### config.mk
export PLATFORM = sky130hd
export DESIGN_NAME = mem_stream_reader
export DESIGN_NICKNAME = d
export VERILOG_FILES = /design/src/rtl/mem_reader_pkg.sv /design/src/rtl/mem_stream_reader.sv
export SDC_FILE = /design/constraint.sdc
export NUM_CORES = 1
export LEC_CHECK = 0
export ABC_CLOCK_PERIOD_IN_PS = 5720
export BUFFER_PORTS_ARGS = -buffer_cell sky130_fd_sc_hd__buf_2
export CORE_MARGIN = 5
export CORE_UTILIZATION = 43
export DETAILED_ROUTE_END_ITERATION = 8
export MAX_ROUTING_LAYER = met4
export PLACE_DENSITY = 0.8
export REMOVE_ABC_BUFFERS = 1
export SYNTH_ARGS = -nofsm -noshare
export SYNTH_HDL_FRONTEND = slang
export SYNTH_SLANG_ARGS = --single-unit
### constraint.sdc
create_clock -name clk -period 5.72 [get_ports clk]
set_input_delay 0.286 -clock clk [delete_from_list [all_inputs] [get_ports clk]]
set_output_delay 0.286 -clock clk [all_outputs]
set_load 0.02 [all_outputs]
### src/rtl/mem_reader_pkg.sv
// Shared types and defaults for the sequential memory stream reader.
package mem_reader_pkg;

    typedef enum logic [1:0] {IDLE, FETCH, SEND, DONE} rd_state_t;

    localparam int DEPTH_DEF   = 32;
    localparam int MAX_LEN_DEF = 32;

endpackage

### src/rtl/mem_stream_reader.sv
// Walks memory upward from a base address and streams each nonzero word out
// on a valid/ready port; stops at a zero word, the memory end or MAX_LEN.
module mem_stream_reader
    import mem_reader_pkg::*;
#(
    parameter int DEPTH   = DEPTH_DEF,
    parameter int MAX_LEN = MAX_LEN_DEF,
    parameter int CNT_W   = 6
) (
    input  logic             clk,
    input  logic             rst,
    input  logic             start,
    input  logic [31:0]      base_addr,
    output logic [31:0]      dir,
    output logic [31:0]      datain,
    output logic             memwrites,
    output logic             memreads,
    input  logic [31:0]      dataout,
    output logic [31:0]      out_data,
    output logic             out_valid,
    input  logic             out_ready,
    output logic             busy,
    output logic             done,
    output logic [CNT_W-1:0] count
);

    rd_state_t        state, state_n;
    logic [31:0]      addr, addr_n;
    logic [CNT_W-1:0] count_q, count_n;
    logic [31:0]      data_q, data_n;

    always_ff @(posedge clk) begin
        if (rst) begin
            state   <= IDLE;
            addr    <= '0;
            count_q <= '0;
            data_q  <= '0;
        end else begin
            state   <= state_n;
            addr    <= addr_n;
            count_q <= count_n;
            data_q  <= data_n;
        end
    end

    always_comb begin
        state_n = state;
        addr_n  = addr;
        count_n = count_q;
        data_n  = data_q;
        case (state)
            IDLE: begin
                if (start) begin
                    count_n = '0;
                    if (base_addr < 32'(DEPTH)) begin
                        addr_n  = base_addr;
                        state_n = FETCH;
                    end else begin
                        state_n = DONE;
                    end
                end
            end
            FETCH: begin
                if (dataout == 32'd0) begin
                    state_n = DONE;
                end else begin
                    data_n  = dataout;
                    state_n = SEND;
                end
            end
            SEND: begin
                if (out_ready) begin
                    count_n = count_q + 1'b1;
                    addr_n  = addr + 32'd1;
                    // Clearing on transfer keeps out_data at 0 whenever out_valid is low.
                    data_n  = '0;
                    if (count_n == CNT_W'(MAX_LEN) || addr_n == 32'(DEPTH))
                        state_n = DONE;
                    else
                        state_n = FETCH;
                end
            end
            DONE: state_n = IDLE;
            default: state_n = IDLE;
        endcase
    end

    assign memreads  = (state == FETCH);
    assign dir       = memreads ? addr : 32'd0;
    assign datain    = 32'd0;
    assign memwrites = 1'b0;
    assign out_valid = (state == SEND);
    assign out_data  = data_q;
    assign busy      = (state != IDLE);
    assign done      = (state == DONE);
    assign count     = count_q;

endmodule

==> tab_implementation.tex, run 1 <==
\begin{tabular}{lr}
\hline
Metric & Value \\
\hline
\multicolumn{2}{l}{\textbf{Setup path}} \\
\quad CP max FO & 35 \\
\quad Data arrival at the endpoint of the critical path & 3.11 ns \\
\quad Peak per-stage delay on the critical path & a little over 0.9 ns \\
\quad Cell family with the largest share of critical-path delay & simple AND/OR/NAND/NOR gates \\
\quad Required time at the worst-slack endpoint & about 6 ns \\
\quad Startpoint kind of the worst setup timing path & flip-flop \\
\quad Critical path's slowest cell & sky130\_fd\_sc\_hd\_\_nor2\_2 \\
\quad Worst Path Buf+Inv & 0 \\
\quad Crit path kind & reg2reg \\
\quad Cell Chain, Critical Path & nor2b\_2 > nor2\_1 > nor2\_2 > nand3\_1 > a21oi\_1 \\
\quad CP Capture Type & flip-flop \\
\multicolumn{2}{l}{\textbf{Timing}} \\
\quad Setup repair after global routing missed its margin & no \\
\quad Crit share post-route & 0.495 \\
\quad Relative slew slack & 0.213 \\
\quad Count of final max-slew check failures & 0 \\
\quad Post-Route Setup TNS & 0 ns \\
\quad Number of hold-slack violations in the final timing report & 0 \\
\quad Top achievable clock speed & between 0.3 and 0.4 GHz \\
\quad Least-Margin Pin Slew & 1.18 ns \\
\quad Final hold slack & roughly 0.19 ns \\
\quad Post-route clock skew & between 0.01 and 0.015 ns \\
\quad Minimum period implied by the final worst setup slack & between 2 and 3 ns \\
\quad Final count of negative-setup-slack endpoints & 0 \\
\multicolumn{2}{l}{\textbf{Route}} \\
\quad Sum of routed wire length over all layers & 12.2 mm \\
\quad Vias & 4439 \\
\quad Number of DRC markers in iteration 0 & 280 \\
\quad Post-route antenna net violation count & 0 \\
\quad Post-DR wirelength/cell & 14.2 µm \\
\quad DRC violations left & 0 \\
\quad Detailed-routing iteration count for the pre-antenna-repair pass & 5 \\
\quad Vias per cell & approximately 5.2 \\
\multicolumn{2}{l}{\textbf{Synth}} \\
\quad Post-synthesis async set-or-reset flop share & 0 \\
\quad Synth cell types & 55 \\
\quad Netlist area before placement & 4400 µm² \\
\quad Number of flip-flops and latches in the synthesized netlist & 72 \\
\quad Synth Instances & approximately 600 \\
\quad Yosys Warn Count & 0 \\
\quad EDFF count, synth & 0 \\
\quad Synthesized area divided by synthesized cell count & $\sim$7.2 µm² \\
\quad Commonest register cell after synthesis & sky130\_fd\_sc\_hd\_\_dfxtp\_1 \\
\quad Sequential fraction of the synthesis area & 0.328 \\
\multicolumn{2}{l}{\textbf{Clock network}} \\
\quad Buffers from clock root to sink, at most & 2 \\
\quad Total clock buffers created by CTS & 9 \\
\quad Post-CTS repair timing setup buffer count & 0 \\
\quad Post-cts sizing count & 0 \\
\quad Number of clock sinks & between 70 and 80 \\
\quad Clk root buf & sky130\_fd\_sc\_hd\_\_clkbuf\_8 \\
\quad Clock-pin slew on the worst setup and hold paths & 0.08 ns \\
\quad Clock network latency to the later pin of the worst-skew pair & between 0.3 and 0.4 ns \\
\quad TritonCTS clock tree & built \\
\quad Number of hold buffers added after CTS & 0 \\
\quad Number of H-tree levels & 3 \\
\multicolumn{2}{l}{\textbf{Pwr}} \\
\quad Power per cell area & roughly 230 nW/µm² \\
\quad Worst ir drop on vdd & around 0.10 mV \\
\quad Leakage & 2.29 nW \\
\multicolumn{2}{l}{\textbf{Placed design}} \\
\quad Number of port buffers & approximately 140 \\
\quad RD Place Congestion & between 0.8 and 0.9 \\
\quad Total instance count after detailed placement & $\sim$840 \\
\quad HPWL Detailed & between 8 and 9 mm \\
\multicolumn{2}{l}{\textbf{Die}} \\
\quad Die Area & between 10000 and 15000 µm² \\
\quad Cell Rows & 37 \\
\quad Width of the die & $\sim$110 µm \\
\quad Area of the core region & 10100 µm² \\
\quad Vertical extent of the die & between 100 and 150 µm \\
\quad Initial Utilization & 0.434 \\
\quad Number of ports placed on the die boundary & 175 \\
\multicolumn{2}{l}{\textbf{GRT}} \\
\quad Number of global-route vias before repair & 3856 \\
\quad Total GRT Usage & 0.188 \\
\quad Number of antenna violations at the first check in global routing & 0 \\
\quad Maximum number of pins on one net before global-route repair & 74 \\
\quad Global-route wire length before repair & 19.0 mm \\
\quad Global route overflow & 0 \\
\multicolumn{2}{l}{\textbf{Run}} \\
\quad Maximum capacitance violations & 0 \\
\multicolumn{2}{l}{\textbf{Finish}} \\
\quad Final cell count without fillers & around 860 \\
\quad Signed area change from the synthesized netlist to the final layout & 17.9\% \\
\quad Proportion of layout cells with a drive suffix above 1 & 0.239 \\
\quad Commonest non-fill, non-tap cell in the layout & sky130\_fd\_sc\_hd\_\_buf\_2 \\
\quad Fill cell total of the finished layout & slightly above 1000 \\
\quad Commonest cells after routing, fill and taps aside & sky130\_fd\_sc\_hd\_\_buf\_2, sky130\_fd\_sc\_hd\_\_nand2\_1, sky130\_fd\_sc\_hd\_\_dfxtp\_1 \\
\quad Number of inserted diodes & 0 \\
\quad NumNets Final & just under 800 \\
\multicolumn{2}{l}{\textbf{Hold path}} \\
\quad Worst min path class & in2reg \\
\multicolumn{2}{l}{\textbf{Run status}} \\
\quad Outcome & finished clean \\
\hline
\end{tabular}
[per-stage QoR]
stage	total power, mW	worst slack (ns)	util	area [µm²]
final	1.20	2.89	0.512	5190
after global routing	1.26	2.50	0.512	5190
after CTS	1.21	2.90	0.512	5190
after detailed placement	0.773	2.92	0.490	4970
after global placement	0.772	2.97	0.490	4970
after floorplan	0.686	2.05	-	4070
[report_power, final]
group | leakage [nW] | switching [mW] | total [mW] | internal (mW)
Combinational | 1.59 | 0.153 | 0.221 | 0.0685
Clock | 0.110 | 0.199 | 0.439 | 0.240
Sequential | 0.584 | 0.0199 | 0.543 | 0.523
Total | 2.29 | 0.371 | 1.20 | 0.831
[flip-flops by register name, summed over array words and instances, names as in the netlist]
| register | flops |
|---|---|
| state | 2 |
| addr | 32 |
| out_data | 32 |
| count | 6 |
[layout make-up]
| type | instances | area (µm²) | share of cell area |
|---|---|---|---|
| timing repair buffer | 144 | 728 | 0.140 |
| inverter | 3 | 11.3 | 0.00217 |
| tap | 136 | 170 | 0.0328 |
| clock buffer | 13 | 169 | 0.0326 |
| multi-input combinational | 484 | 2620 | 0.505 |
| sequential | 72 | 1440 | 0.278 |
| clock inverter | 3 | 47.5 | 0.00917 |
[cells in the mapped netlist, drive strengths merged (9+ instances only)]
master  instances  area [µm²]
nand2          78         293
dfxtp          72        1440
a21oi          65         325
nor2           55         209
buf            50         332
nand3          47         240
and2           38         238
clkbuf         32         123
o21ai          29         145
nor4           21         146
nor3           14        75.1
and3           10        62.6
nand4          10        83.8
a22oi           9        67.6
xor2            9        78.8
[cell families after synthesis]
group           synth area share
simple gates               0.346
compound gates             0.176
buf+inv                    0.106
flops                      0.328
xor+xnor                  0.0279
fa+ha+maj                 0.0114
mux                      0.00455
other cells             0.000852
[worst register-to-register path, delay by kind of cell (launching register included)]
family,cells,cell delay [ns]
compound gates,1,0.20
flops,1,0.41
simple gates,4,2.14
[path summary, 6_finish.rpt]
check / from / endpoint / slack, ns / cells after the start
hold reg to reg: out_data[31]$_SDFFE_PP0P_ / out_data[31]$_SDFFE_PP0P_ / 0.45 / 2
hold / removal: dataout[1] / out_data[1]$_SDFFE_PP0P_ / 0.19 / 3
setup reg to reg: state[0]$_SDFFE_PP0P_ / out_data[22]$_SDFFE_PP0P_ / 2.89 / 5
setup / recovery: state[0]$_SDFFE_PP0P_ / out_data[22]$_SDFFE_PP0P_ / 2.89 / 5
[routing by layer]
layer,GRT usage,wire length [µm],vias up
li1,-,-,2277
met1,0.233,5230,2039
met2,0.307,6120,105
met3,0.0426,595,18
met4,0.0584,242,0
met5,-,0,-
Note: power is estimated with default switching activity, not from simulation.
==> run 2, diff against run 1 <==
Settings changed: ABC_AREA set to 1, ABC_CLOCK_PERIOD_IN_PS 5720 to 2400, PLACE_DENSITY 0.8 to 0.83.
Clock period 5.72 ns to 2.4 ns, I/O delays scaled along.
==> run 2 against run 1 <==
  * Synthesized cell count rose by 19%
  * Clock skew rose by 0.0036 ns
  * Combinational power rose to 5.2 times the previous value
  * Area after synthesis rose by 3.1%
  * Power rose to 3.0 times the previous value
  * Worst hold slack got worse by 0.16 ns
  * Wire length rose by 8.2%
  * Sequential share of layout area fell by 1.1 points
  * Critical path type unchanged
==> tab_implementation.tex, run 2 <==
\begin{tabular}{lr}
\hline
Metric & Value \\
\hline
\multicolumn{2}{l}{\textbf{Finish}} \\
\quad Commonest non-fill, non-tap cell in the layout & sky130\_fd\_sc\_hd\_\_nand2\_1 \\
\quad Commonest cells after routing, fill and taps aside & sky130\_fd\_sc\_hd\_\_nand2\_1, sky130\_fd\_sc\_hd\_\_buf\_2, sky130\_fd\_sc\_hd\_\_nor2\_1 \\
\quad NumNets Final & just over 900 \\
\quad Fill cell total of the finished layout & roughly 1100 \\
\quad Number of inserted diodes & 0 \\
\quad Signed area change from the synthesized netlist to the final layout & 19.2\% \\
\quad Proportion of layout cells with a drive suffix above 1 & 0.226 \\
\quad Final cell count without fillers & approximately 1000 \\
\multicolumn{2}{l}{\textbf{Timing}} \\
\quad Post-Route Setup TNS & 0 ns \\
\quad Setup repair after global routing missed its margin & no \\
\quad Worst Slack Setup Final & $\sim$0.31 ns \\
\quad Final count of negative-setup-slack endpoints & 0 \\
\quad Top achievable clock speed & roughly 0.48 GHz \\
\quad Count of final max-slew check failures & 0 \\
\quad Final hold slack & around 0.028 ns \\
\quad Post-route clock skew & 0.0159 ns \\
\quad Crit share post-route & 0.870 \\
\quad Number of hold-slack violations in the final timing report & 0 \\
\quad Minimum period implied by the final worst setup slack & around 2.1 ns \\
\quad Least-Margin Pin Slew & 0.567 ns \\
\quad Relative slew slack & 0.622 \\
\multicolumn{2}{l}{\textbf{Die}} \\
\quad Width of the die & $\sim$110 µm \\
\quad Number of ports placed on the die boundary & 175 \\
\quad Cell Rows & 37 \\
\quad Die Area & about 13000 µm² \\
\quad Vertical extent of the die & around 110 µm \\
\quad Area of the core region & approximately 10000 µm² \\
\quad Initial Utilization & 0.439 \\
\multicolumn{2}{l}{\textbf{Pwr}} \\
\quad Leakage & 2.55 nW \\
\quad Worst ir drop on vdd & 0.411 mV \\
\quad Power per cell area & 664 nW/µm² \\
\quad Total power of the final layout & 3.59 mW \\
\multicolumn{2}{l}{\textbf{Synth}} \\
\quad Commonest register cell after synthesis & sky130\_fd\_sc\_hd\_\_dfxtp\_1 \\
\quad Synth cell types & 35 \\
\quad Netlist area before placement & approximately 4500 µm² \\
\quad Most numerous cell in the Yosys netlist & sky130\_fd\_sc\_hd\_\_nand2\_1 \\
\quad Top post-synthesis cells by area & sky130\_fd\_sc\_hd\_\_dfxtp\_1, sky130\_fd\_sc\_hd\_\_nand2\_1, sky130\_fd\_sc\_hd\_\_nor2\_1 \\
\quad Dominant combinational cell family by area after synthesis & simple AND/OR/NAND/NOR gates \\
\quad Number of flip-flops and latches in the synthesized netlist & approximately 70 \\
\quad Post-synthesis async set-or-reset flop share & 0 \\
\quad EDFF count, synth & 0 \\
\quad Area fraction in and, or, nand and nor cells after synthesis & 0.403 \\
\quad Synthesized-area fraction occupied by adder cells & 0.0110 \\
\quad Proportion of synthesized area in mux cells & 0.00221 \\
\quad Synth top area share & 0.318 \\
\quad Sequential fraction of the synthesis area & 0.318 \\
\quad Most common library cells after synthesis & sky130\_fd\_sc\_hd\_\_nand2\_1, sky130\_fd\_sc\_hd\_\_nor2\_1, sky130\_fd\_sc\_hd\_\_nand3\_1 \\
\quad Synthesized area divided by synthesized cell count & 6.25 µm² \\
\quad Post-synthesis compound-gate area fraction & 0.115 \\
\quad Post-Synth XOR/XNOR Area & 0.0212 \\
\quad Synth Instances & a little over 700 \\
\quad Yosys Warn Count & 0 \\
\quad Most area-hungry cell type in the Yosys netlist & sky130\_fd\_sc\_hd\_\_dfxtp\_1 \\
\multicolumn{2}{l}{\textbf{Route}} \\
\quad Sum of routed wire length over all layers & 13.2 mm \\
\quad Vias & 4969 \\
\quad Number of DRC markers in iteration 0 & roughly 370 \\
\quad Post-DR wirelength/cell & 13.2 µm \\
\quad Detailed-routing iteration count for the pre-antenna-repair pass & 5 \\
\quad Post-route antenna net violation count & 0 \\
\quad DRC violations left & 0 \\
\quad Vias per cell & 4.99 \\
\multicolumn{2}{l}{\textbf{Setup path}} \\
\quad CP max FO & 32 \\
\quad Cell Chain, Critical Path & inv\_2 > nand2\_1 > buf\_4 > nor2\_1 > inv\_1 > nand2\_1 > nand2\_1 > inv\_2 > nand3\_1 > a21oi\_1 \\
\quad Number of cell instances on the worst register-to-register path & 10 \\
\quad Critical register-to-register path endpoint & out\_data[20]\$\_SDFFE\_PP0P\_ \\
\quad Crit path from & state[0]\$\_SDFFE\_PP0P\_ \\
\quad Reg-to-Reg Start & state[0]\$\_SDFFE\_PP0P\_ \\
\quad Data arrival at the endpoint of the critical path & 2.37 ns \\
\quad Required time at the worst-slack endpoint & between 2 and 3 ns \\
\quad Critical path's slowest cell & sky130\_fd\_sc\_hd\_\_inv\_2 \\
\quad CP Capture Type & flip-flop \\
\quad Crit path kind & reg2reg \\
\quad Peak per-stage delay on the critical path & $\sim$0.4 ns \\
\quad Cell family with the largest share of critical-path delay & buffers and inverters \\
\quad Worst setup slack for register-to-register paths & about 0.31 ns \\
\quad Worst Path Buf+Inv & 4 \\
\quad Most numerous cell on the critical path & sky130\_fd\_sc\_hd\_\_nand2\_1 \\
\quad Destination of the critical timing path & out\_data[20]\$\_SDFFE\_PP0P\_ \\
\quad Startpoint kind of the worst setup timing path & flip-flop \\
\quad Total stage count of the critical path & 10 \\
\multicolumn{2}{l}{\textbf{Placed design}} \\
\quad Number of port buffers & about 140 \\
\quad Worst slack at placement & roughly 0.35 ns \\
\quad RD Place Congestion & a little under 1 \\
\quad Total instance count after detailed placement & 980 \\
\quad HPWL Detailed & around 10 mm \\
\multicolumn{2}{l}{\textbf{Run}} \\
\quad Maximum capacitance violations & 0 \\
\multicolumn{2}{l}{\textbf{Run status}} \\
\quad Outcome & finished clean \\
\multicolumn{2}{l}{\textbf{Clock network}} \\
\quad Clock-pin slew on the worst setup and hold paths & approximately 0.10 ns \\
\quad Number of H-tree levels & 3 \\
\quad Number of clock sinks & 72 \\
\quad Clock network latency to the later pin of the worst-skew pair & $\sim$0.36 ns \\
\quad Clk root buf & sky130\_fd\_sc\_hd\_\_clkbuf\_8 \\
\quad TritonCTS clock tree & built \\
\quad Number of hold buffers added after CTS & 0 \\
\quad Buffers from clock root to sink, at most & 2 \\
\quad Post-CTS repair timing setup buffer count & 0 \\
\quad Total clock buffers created by CTS & 9 \\
\quad Post-cts sizing count & 0 \\
\multicolumn{2}{l}{\textbf{GRT}} \\
\quad Global route overflow & 0 \\
\quad Total GRT Usage & 0.211 \\
\quad Global-route wire length before repair & roughly 22 mm \\
\quad Number of global-route vias before repair & 4679 \\
\quad Maximum number of pins on one net before global-route repair & 35 \\
\quad Number of antenna violations at the first check in global routing & 0 \\
\multicolumn{2}{l}{\textbf{Hold path}} \\
\quad Worst min path class & in2reg \\
\hline
\end{tabular}
[run 2: cell count changes in the layout (fill, tap and decap cells not counted), sizes merged, moves of 9 or more]
cell   delta
nand3    +29
nor2     +72
and2     -37
and3     -10
nand2   +118
nor3     -11
inv      +57
nor4     -17
a22oi     -9
[run 2: per-layer routing]
layer | up-vias | routed length, µm | share of wire | global-route usage
li1 | 2510 | - | - | -
met1 | 2225 | 5610 | 0.43 | 0.267
met2 | 212 | 6200 | 0.47 | 0.340
met3 | 22 | 1120 | 0.085 | 0.0481
met4 | 0 | 244 | 0.019 | 0.0585
met5 | - | 0 | 0 | -
[run 2: how the worst min path moves through the flow]
stage | start | end | slack, ns | depth (start not counted)
floorplan | rst | addr[16]$_SDFFE_PP0P_ | 0.19 | 1
global placement | dataout[30] | out_data[30]$_SDFFE_PP0P_ | 0.40 | 3
detailed placement | dataout[1] | out_data[1]$_SDFFE_PP0P_ | 0.41 | 3
CTS | dataout[1] | out_data[1]$_SDFFE_PP0P_ | 0.01 | 3
global route | dataout[1] | out_data[1]$_SDFFE_PP0P_ | 0.004 | 3
finish | dataout[1] | out_data[1]$_SDFFE_PP0P_ | 0.03 | 3
[run 2: cell type report]
class	count	area, µm²	area share
multi-input cells	567	2630	0.486
flip-flops and latches	72	1440	0.267
repair buffers	149	766	0.142
inverters	56	210	0.0389
well taps	136	170	0.0315
clock buffers	9	124	0.0229
clock inverters	7	66.3	0.0123
[run 2: metrics by stage]
stage	area, µm²	utilization
2_1_floorplan	4280	-
3_3_place_gp	5210	0.505
3_5_place_dp	5210	0.505
4_1_cts	5400	0.523
5_1_grt	5400	0.523
6_report	5400	0.523
[run 2: logic make-up (layout without fill, tap and decap cells)]
family,after synthesis,count (layout)
compound gates,102,102
xor+xnor,11,11
fa+ha+maj,4,4
buf+inv,119,221
flops,72,72
mux,1,1
other cells,1,33
simple gates,416,416
[run 2: power breakdown]
part           total [mW]  switching [mW]  internal, mW
sequential           1.47           0.129          1.34
clock               0.968           0.561         0.407
combinational        1.15           0.813         0.339
[run 2: worst min-delay path, stage by stage]
cell and delay, ns:
sky130_fd_sc_hd__buf_2 0.11, sky130_fd_sc_hd__nand3_1 0.07, sky130_fd_sc_hd__a21oi_1 0.05
==> run 3, diff against run 2 <==
Settings changed: CORE_MARGIN 5 to 4.
==> run 3 against run 2 <==
  * Clock skew shrank 0.0022 ns
  * Count of clock-buffer cells in the layout stayed put
  * Power shrank 1.5%
  * Clock power decreased by 4.4%
  * Global-route usage decreased by 0.91 points
  * Sequential share of layout area about the same
  * Fmax down 0.71%
  * First-iteration DRC count decreased by 28%
  * Core utilization rose by 0.19 points
  * Combinational power about the same
  * Cell area about the same
  * Final cell count is the same
==> tab_implementation.tex, run 3 (same netlist as run 2, synthesis figures left out) <==
\begin{tabular}{lr}
\hline
Metric & Value \\
\hline
\multicolumn{2}{l}{\textbf{Finish}} \\
\quad Final core occ & 0.525 \\
\quad Proportion of layout cells with a drive suffix above 1 & 0.226 \\
\quad Fill cell total of the finished layout & approximately 1100 \\
\quad NumNets Final & a little over 900 \\
\quad Area of combinational cells with multiple inputs & 2630 µm² \\
\quad Commonest cells after routing, fill and taps aside & sky130\_fd\_sc\_hd\_\_nand2\_1, sky130\_fd\_sc\_hd\_\_buf\_2, sky130\_fd\_sc\_hd\_\_nor2\_1 \\
\quad Commonest non-fill, non-tap cell in the layout & sky130\_fd\_sc\_hd\_\_nand2\_1 \\
\quad Layout Cell Area excl Fill & $\sim$5400 µm² \\
\quad Final cell count without fillers & 996 \\
\quad Signed area change from the synthesized netlist to the final layout & 19.1\% \\
\quad Area used by sequential logic in the layout & roughly 1400 µm² \\
\quad Number of inserted diodes & 0 \\
\multicolumn{2}{l}{\textbf{Clock network}} \\
\quad Number of clock sinks & 72 \\
\quad Number of hold buffers added after CTS & 0 \\
\quad Number of H-tree levels & 3 \\
\quad Total clock buffers created by CTS & 9 \\
\quad Clock network latency to the later pin of the worst-skew pair & around 0.35 ns \\
\quad Clock-pin slew on the worst setup and hold paths & 0.09 ns \\
\quad Post-CTS repair timing setup buffer count & 0 \\
\quad Post-cts sizing count & 0 \\
\quad TritonCTS clock tree & built \\
\quad Buffers from clock root to sink, at most & 2 \\
\quad Clk root buf & sky130\_fd\_sc\_hd\_\_clkbuf\_8 \\
\multicolumn{2}{l}{\textbf{Timing}} \\
\quad Final count of negative-setup-slack endpoints & 0 \\
\quad Worst Slack Setup Final & about 0.30 ns \\
\quad Final hold slack & around 0.036 ns \\
\quad Minimum period implied by the final worst setup slack & roughly 2.1 ns \\
\quad Number of hold-slack violations in the final timing report & 0 \\
\quad Post-route clock skew & between 0.01 and 0.015 ns \\
\quad Setup repair after global routing missed its margin & no \\
\quad Top achievable clock speed & roughly 0.48 GHz \\
\quad Count of final max-slew check failures & 0 \\
\quad Crit share post-route & 0.876 \\
\quad Post-Route Setup TNS & 0 ns \\
\quad Least-Margin Pin Slew & 0.624 ns \\
\quad Relative slew slack & 0.584 \\
\multicolumn{2}{l}{\textbf{Route}} \\
\quad Sum of routed wire length over all layers & approximately 13 mm \\
\quad Post-route antenna net violation count & 0 \\
\quad Vias per cell & about 5.0 \\
\quad Detailed-routing iteration count for the pre-antenna-repair pass & 6 \\
\quad DRC violations left & 0 \\
\quad Post-DR wirelength/cell & around 13 µm \\
\quad Number of DRC markers in iteration 0 & 268 \\
\quad Vias & approximately 5000 \\
\multicolumn{2}{l}{\textbf{Placed design}} \\
\quad Number of port buffers & 141 \\
\quad RD Place Congestion & about 0.9 \\
\quad Total instance count after detailed placement & roughly 1000 \\
\quad HPWL Detailed & between 9 and 10 mm \\
\quad Worst slack at placement & approximately 0.36 ns \\
\quad DP Area & around 5200 µm² \\
\multicolumn{2}{l}{\textbf{Die}} \\
\quad Area of the core region & slightly above 10000 µm² \\
\quad Die Area & 12300 µm² \\
\quad Initial Utilization & 0.441 \\
\quad Width of the die & 111 µm \\
\quad Vertical extent of the die & $\sim$110 µm \\
\quad Cell Rows & 37 \\
\quad Number of ports placed on the die boundary & 175 \\
\multicolumn{2}{l}{\textbf{Setup path}} \\
\quad Cell family with the largest share of critical-path delay & simple AND/OR/NAND/NOR gates \\
\quad Startpoint kind of the worst setup timing path & flip-flop \\
\quad CP Capture Type & flip-flop \\
\quad Critical path's slowest cell & sky130\_fd\_sc\_hd\_\_dfxtp\_1 \\
\quad Peak per-stage delay on the critical path & $\sim$0.43 ns \\
\quad Crit path kind & reg2reg \\
\quad Destination of the critical timing path & state[1]\$\_SDFFE\_PP0P\_ \\
\quad Number of cell instances on the worst register-to-register path & 10 \\
\quad CP max FO & 6 \\
\quad Worst setup slack for register-to-register paths & roughly 0.30 ns \\
\quad Most numerous cell on the critical path & sky130\_fd\_sc\_hd\_\_nor2\_1 \\
\quad Reg-to-Reg Start & addr[1]\$\_SDFFE\_PP0P\_ \\
\quad Critical register-to-register path endpoint & state[1]\$\_SDFFE\_PP0P\_ \\
\quad Worst Path Buf+Inv & 0 \\
\quad Required time at the worst-slack endpoint & around 2.7 ns \\
\quad Data arrival at the endpoint of the critical path & between 2 and 2.5 ns \\
\quad Cell Chain, Critical Path & ha\_1 > nand2\_2 > nor2\_8 > nand3\_2 > xor2\_1 > nor2\_1 > nand3b\_1 > nor2\_1 > nand3\_1 > a21oi\_1 \\
\quad Crit path from & addr[1]\$\_SDFFE\_PP0P\_ \\
\quad Total stage count of the critical path & 10 \\
\multicolumn{2}{l}{\textbf{Pwr}} \\
\quad Leakage & 2.54 nW \\
\quad Total power of the final layout & about 3.5 mW \\
\quad Power per cell area & 655 nW/µm² \\
\quad Worst ir drop on vdd & roughly 0.33 mV \\
\multicolumn{2}{l}{\textbf{Run}} \\
\quad Maximum capacitance violations & 0 \\
\multicolumn{2}{l}{\textbf{GRT}} \\
\quad Total GRT Usage & 0.202 \\
\quad Global-route wire length before repair & between 20 and 25 mm \\
\quad Number of global-route vias before repair & 4424 \\
\quad Maximum number of pins on one net before global-route repair & 55 \\
\quad Number of antenna violations at the first check in global routing & 0 \\
\quad Global route overflow & 0 \\
\multicolumn{2}{l}{\textbf{Hold path}} \\
\quad Worst min path class & in2reg \\
\multicolumn{2}{l}{\textbf{Run status}} \\
\quad Outcome & finished clean \\
\hline
\end{tabular}
-- run 3: metal layers --
| metal | wire [µm] | global-route usage |
|---|---|---|
| met5 | 0 | - |
| met4 | 216 | 0.0542 |
| met2 | 6050 | 0.328 |
| met3 | 1000 | 0.0420 |
| met1 | 5390 | 0.256 |
-- run 3: worst min-delay path by stage --
stage	startpoint	end	slack [ns]	cells after the start
after global routing	dataout[6]	out_data[6]$_SDFFE_PP0P_	0.03	3
final	dataout[1]	out_data[1]$_SDFFE_PP0P_	0.04	3
after CTS	dataout[1]	out_data[1]$_SDFFE_PP0P_	0.02	3
after global placement	dataout[0]	out_data[0]$_SDFFE_PP0P_	0.40	3
after detailed placement	dataout[19]	out_data[19]$_SDFFE_PP0P_	0.41	3
after floorplan	rst	addr[16]$_SDFFE_PP0P_	0.19	1
-- run 3: final cells by class --
cell class                      instances  share of cell area
Timing Repair Buffer                  149               0.142
Inverter                               56              0.0389
Multi-Input combinational cell        567               0.486
Sequential cell                        72               0.267
Clock inverter                          7              0.0114
Tap cell                              136              0.0315
Clock buffer                            9              0.0229
-- run 3: worst min-delay path: cells and delay by family --
kind | cells | cell delay [ns]
AND/OR/NAND/NOR | 1 | 0.07
buffers and inverters | 1 | 0.10
AO/OA/AOI/OAI | 1 | 0.06
-- run 3: power by group --
part | internal [mW] | total, mW | switching, mW
clock network | 0.395 | 0.925 | 0.530
logic | 0.338 | 1.14 | 0.804
registers | 1.34 | 1.47 | 0.127
total | 2.07 | 3.54 | 1.46
